$ cat src/rtl/instruction_ram.sv
// ---------------------------------------------------------------------------
// instruction_ram
//
// Purpose:
//   Stores the program bytes streamed in from the UART receiver. Bytes are
//   written through an internal write pointer, so the stream needs no
//   addressing. The stored program is played back either automatically,
//   one entry per clock (read mode), or one entry per DEBUG press (debug
//   mode).
//
// Ports:
//   clk       in   1           system clock, rising edge
//   rst       in   1           synchronous active-high reset
//   DEBUG     in   1           debounced, synchronized step button
//   MODE      in   2           0 = read, 1 = write, 2 = debug, 3 = reserved
//   address   in   DATA_WIDTH  reserved, ignored in every mode
//   data_in   in   DATA_WIDTH  byte from the UART receiver
//   data_out  out  DATA_WIDTH  selected instruction byte (combinational)
// ---------------------------------------------------------------------------
`timescale 1ns/1ps

module instruction_ram #(
  parameter int DATA_WIDTH  = 8,
  parameter int MAX_ADDRESS = 255
) (
  input  logic                  clk,
  input  logic                  rst,
  input  logic                  DEBUG,
  input  logic [1:0]            MODE,
  input  logic [DATA_WIDTH-1:0] address,
  input  logic [DATA_WIDTH-1:0] data_in,
  output logic [DATA_WIDTH-1:0] data_out
);

  localparam int DEPTH = MAX_ADDRESS + 1;
  localparam int PTR_W = (DEPTH > 1) ? $clog2(DEPTH) : 1;
  localparam int CNT_W = $clog2(DEPTH + 1);

  localparam logic [1:0] MODE_READ     = 2'd0;
  localparam logic [1:0] MODE_WRITE    = 2'd1;
  localparam logic [1:0] MODE_DEBUG    = 2'd2;

  localparam logic [DATA_WIDTH-1:0] IDLE_BYTE  = '0;
  localparam logic [DATA_WIDTH-1:0] DELIM_BYTE = DATA_WIDTH'('h24);
  localparam logic [CNT_W-1:0]      FULL_CNT   = CNT_W'(DEPTH);

  logic [DATA_WIDTH-1:0] mem [DEPTH];
  logic [CNT_W-1:0]      wr_cnt;
  logic [PTR_W-1:0]      rd_ptr;
  logic [PTR_W-1:0]      dbg_ptr;
  logic [DATA_WIDTH-1:0] prev_data;
  logic                  prev_dbg;

  logic                  wr_en;
  logic                  have_data;
  logic [CNT_W-1:0]      last_idx;
  logic                  rd_can_step;
  logic                  dbg_can_step;
  logic                  dbg_rise;

  // The address port is kept only for pin compatibility with the old block.
  logic unused_address;
  assign unused_address = ^address;

  // A byte is captured only on the cycle it first appears, so a value held
  // for many cycles is stored once; the idle and delimiter bytes only serve
  // to separate repeated instructions and are never stored.
  assign wr_en = (MODE == MODE_WRITE)
              && (data_in != prev_data)
              && (data_in != IDLE_BYTE)
              && (data_in != DELIM_BYTE)
              && (wr_cnt != FULL_CNT);

  // Both playback pointers saturate on the last stored entry; with an
  // empty memory they are pinned at zero.
  assign have_data    = (wr_cnt != '0);
  assign last_idx     = wr_cnt - CNT_W'(1);
  assign rd_can_step  = have_data && (CNT_W'(rd_ptr)  < last_idx);
  assign dbg_can_step = have_data && (CNT_W'(dbg_ptr) < last_idx);
  assign dbg_rise     = DEBUG && !prev_dbg;

  // Control state: entry count, the two playback pointers and the one-cycle
  // history used for change/edge detection. Reset wins over everything.
  always_ff @(posedge clk) begin
    if (rst) begin
      wr_cnt    <= '0;
      rd_ptr    <= '0;
      dbg_ptr   <= '0;
      prev_data <= '0;
      prev_dbg  <= 1'b0;
    end else begin
      prev_data <= data_in;
      prev_dbg  <= DEBUG;
      if (wr_en) begin
        wr_cnt <= wr_cnt + CNT_W'(1);
      end
      if ((MODE == MODE_READ) && rd_can_step) begin
        rd_ptr <= rd_ptr + PTR_W'(1);
      end
      if ((MODE == MODE_DEBUG) && dbg_rise && dbg_can_step) begin
        dbg_ptr <= dbg_ptr + PTR_W'(1);
      end
    end
  end

  // Storage array. It is deliberately not reset; only the entry count is,
  // so stale contents beyond wr_cnt are never visible.
  always_ff @(posedge clk) begin
    if (!rst && wr_en) begin
      mem[wr_cnt[PTR_W-1:0]] <= data_in;
    end
  end

  // Output select. Write mode and the reserved mode drive zero so the
  // decoder never sees half-written program bytes.
  always_comb begin
    data_out = '0;
    if (have_data) begin
      case (MODE)
        MODE_READ:  data_out = mem[rd_ptr];
        MODE_DEBUG: data_out = mem[dbg_ptr];
        default:    data_out = '0;
      endcase
    end
  end

endmodule

$ cat config.mk
export PLATFORM = sky130hd
export DESIGN_NAME = instruction_ram
export DESIGN_NICKNAME = d
export VERILOG_FILES = /design/src/rtl/instruction_ram.sv
export SDC_FILE = /design/constraint.sdc
export NUM_CORES = 2
export LEC_CHECK = 0
export ABC_AREA = 0
export ABC_CLOCK_PERIOD_IN_PS = 11000
export CAP_MARGIN = 0
export CORE_ASPECT_RATIO = 0.8
export CORE_MARGIN = 2
export CORE_UTILIZATION = 25
export DETAILED_ROUTE_END_ITERATION = 8
export PLACE_DENSITY_LB_ADDON = 0.15
export SLEW_MARGIN = 20
export SYNTH_ARGS = -nofsm -noshare
export SYNTH_HDL_FRONTEND = slang
export SYNTH_SLANG_ARGS = --single-unit
$ cat constraint.sdc
create_clock -name clk -period 11 [get_ports clk]
set_clock_uncertainty 0.1 [all_clocks]
set_input_delay 1.65 -clock clk [delete_from_list [all_inputs] [get_ports clk]]
set_output_delay 1.65 -clock clk [all_outputs]
set_load 0.01 [all_outputs]
==> qor.yml <==
post_cts_resize_count: 0
route.detailed.drc: 0
ys_ff_latch: 2098
holdCritPathClass: "reg2reg"
asyncSetResetFlopFracSynth_pct: 0
p_total_mw: 17.2
cap_viol_max_count: 0
cellLeakagePower_nw: 32.9
regToRegSetupSlack_ns: 5.09
smallest_setup_slack_after_layout_ns: 2.77
fin_crit_sh_pct: 74.8
area_of_the_multi_input_gates_um2: 34700
worst_vdd_rail_ir_drop_v: 0.000118
finalInstanceArea_um2: 113000
fin_util_pct: 28.8
routed-wl-met2_mm: 173
hold_critical_path_depth: 2
setup_total_negative_slack_ns: 0
areaGrowthSynthToFinish_pct: 14.6
max_freq_mhz: 122
grt_usage_pct: 20.2
placement.cell_area_um2: 106000
wl_mm: 415
clock_insertion_delay_worst_skew_ns: 0.94
grt_overflow_total: 0
timing.critical_path.required_ns: 9.25
worst-path-max-fanout: 73
reg2reg_to: "mem[162][2]$_DFFE_PP_"
die_w_um: 707
fillCellCount: 38579
critPathCaptureType: "output pin"
ws_path_type: "reg2out"
final_net_count: 5295
worst_margin_pin_slew_ns: 1.32
netlist_area_um2: 98900
syn_avg_cell_area_um2: 19.1
pin_count_of_the_biggest_net_entering_global_routing: 174
slowest_delay_ns: 0.76
setup_viol_count_final: 0
fraction_of_layout_instances_using_a_drive_strength_above_1_pct: 34.1
commonest_non_fill_non_tap_cells_in_the_layout: "2048 x sky130_fd_sc_hd__edfxtp_1, 1076 x sky130_fd_sc_hd__mux4_2, 296 x sky130_fd_sc_hd__nor2_1"
synth_nets: 5210
floorplan_die_height_um: 567
routed_via_density: 5.46
cp_cell_sequence: "buf_12 > buf_12 > mux4_2 > mux4_2 > a21o_1 > o21ai_0 > a31oi_1 > a22o_1 > clkdlybuf4s50_1"
number_of_enable_type_register_cells_in_the_synthesized_netlist: 2048
cts_tree: "done"
initialDrtViolationCount: 8228
io_buffer_count: 20
cp_top_family: "compound AO/OA/AOI/OAI gates"
critPathArrivalTime_ns: 6.48
met1Wirelength_mm: 192
clkSinkCount: 2098
place.detailed.instances: 10224
routed-wl-met3_mm: 37.4
cts_setup_buffers: 0
h-tree-depth: 4
cp-endpoint: "data_out[7]"
crit_path_start_kind: "flop"
tritoncts.num_buffers: 232
std_cell_rows: 206
place_ws_ns: 3.29
grt_first_pass_wirelength_mm: 551
start_util_pct: 25.1
top_layer: "met5"
routed-via-count: 58143
antenna_found_initial: 45
max_slew_headroom_pct: 11.0
ctsRootBufferMaster: "sky130_fd_sc_hd__clkbuf_16"
critPathBufInv: 3
boundaryPins: 29
finalMaxSlewViolations: 0
cts-root-to-sink-buffers: 4
rsz_0062_raised_after_global_routing: "no"
power-per-cell-area_nw_per_um2: 152
synth_seq_area_share_pct: 63.2
dp.final_hpwl_mm: 277
via_count_of_the_first_global_routing_pass: 56874
synthesis.yosys.warnings: 0
core_region_area_um2: 394000
status: "completed"
placer_congestion: 0.883
holdWs_ns: 0.494
highest_delay_cell_along_the_critical_path: "sky130_fd_sc_hd__dfxtp_4"
register_area_um2: 62500
worstReg2RegStart: "wr_cnt[0]$_SDFFE_PP0P_"
hold_violations: 0
cts.reportedPaths.clkPinSlew_ns: 0.07
die_area_um2: 401000
finished_layout_cells: 10649
synthCells: 5175
drt-wirelength-per-cell_um: 39.0
mostFrequentLayoutCell: "sky130_fd_sc_hd__edfxtp_1"
final_antenna_net_count: 0
timing.final.crit_period_ns: 8.23
cts.hold.buffers_added: 0
r2r.worst_path.cells: 12
synthDistinctLibCells: 86
critical_path_depth: 9
firstDrtPassIters: 8
synthFlopType: "sky130_fd_sc_hd__edfxtp_1"
-- kinds of logic after synthesis --
group / share of synthesized area (%)
buf+inv: 2.01
xor+xnor: 0.186
mux: 27.3
simple gates: 3.69
compound gates: 3.41
flops: 63.2
fa+ha+maj: 0.177
-- synth_stat cells (16+ instances only) --
cell | n | share of area [%]
sky130_fd_sc_hd__nand3_1 | 49 | 0.25
sky130_fd_sc_hd__a31oi_1 | 20 | 0.13
sky130_fd_sc_hd__nand2b_1 | 18 | 0.11
sky130_fd_sc_hd__xor2_1 | 16 | 0.14
sky130_fd_sc_hd__nor3_1 | 35 | 0.18
sky130_fd_sc_hd__inv_1 | 16 | 0.061
sky130_fd_sc_hd__o211ai_1 | 24 | 0.18
sky130_fd_sc_hd__dfxtp_1 | 50 | 1.0
sky130_fd_sc_hd__a22oi_1 | 56 | 0.42
sky130_fd_sc_hd__mux4_2 | 1076 | 24
sky130_fd_sc_hd__and3_1 | 21 | 0.13
sky130_fd_sc_hd__nand2_1 | 202 | 0.77
sky130_fd_sc_hd__clkbuf_1 | 165 | 0.63
sky130_fd_sc_hd__buf_2 | 115 | 0.58
sky130_fd_sc_hd__mux2i_1 | 179 | 1.8
sky130_fd_sc_hd__o21ai_0 | 46 | 0.23
sky130_fd_sc_hd__buf_4 | 54 | 0.41
sky130_fd_sc_hd__and2_1 | 21 | 0.13
sky130_fd_sc_hd__a21oi_1 | 67 | 0.34
sky130_fd_sc_hd__o22ai_1 | 49 | 0.31
sky130_fd_sc_hd__nor2b_1 | 51 | 0.32
sky130_fd_sc_hd__buf_1 | 57 | 0.22
sky130_fd_sc_hd__mux2_2 | 87 | 0.99
sky130_fd_sc_hd__nor2_1 | 351 | 1.3
sky130_fd_sc_hd__o221ai_1 | 29 | 0.26
sky130_fd_sc_hd__a211oi_1 | 26 | 0.20
sky130_fd_sc_hd__edfxtp_1 | 2048 | 62
-- state kept, by name, summed over array words and instances, names as in the netlist, named ones only --
register   flops
prev_data      8
dbg_ptr        8
wr_cnt         9
mem         2048
rd_ptr         8
prev_dbg       1
-- per-layer routing --
metal  track usage [%]  vias to the layer above
li1                  -                    22359
met3              4.86                      507
met1              30.8                    32477
met5                 0                        -
met4              5.37                        4
met2              28.5                     2796
-- cell type report --
| class | instances | area share [%] |
|---|---|---|
| flip-flops and latches | 2098 | 55.2 |
| multi-input cells | 2658 | 30.6 |
| well taps | 5200 | 5.74 |
| clock buffers | 289 | 5.33 |
| repair buffers | 251 | 2.02 |
| clock inverters | 128 | 0.996 |
| inverters | 19 | 0.0740 |
| diodes | 6 | 0.0132 |
-- power by group --
group,switching [mW],internal (mW)
logic,0.467,0.255
clock network,3.44,4.27
registers,0.0100,8.77
total,3.92,13.3
-- worst min-delay path, delay by kind of cell, from the launching register on --
| kind | cells | cell delay [ns] |
|---|---|---|
| DFF | 1 | 0.38 |
| and+or+nand+nor | 1 | 0.11 |
| AOI/OAI and AO/OA | 1 | 0.07 |
-- how the worst min path moves through the flow --
stage	end	startpoint
2_1_floorplan	flop	dbg_ptr[1]$_SDFFE_PP0P_
3_3_place_gp	flop	dbg_ptr[1]$_SDFFE_PP0P_
3_5_place_dp	dbg_ptr[1]$_SDFFE_PP0P_	dbg_ptr[1]$_SDFFE_PP0P_
4_1_cts	flop	dbg_ptr[0]$_SDFFE_PP0P_
5_1_grt	flop	dbg_ptr[1]$_SDFFE_PP0P_
6_report	flop	dbg_ptr[1]$_SDFFE_PP0P_
(Power assumes the default switching activity.)
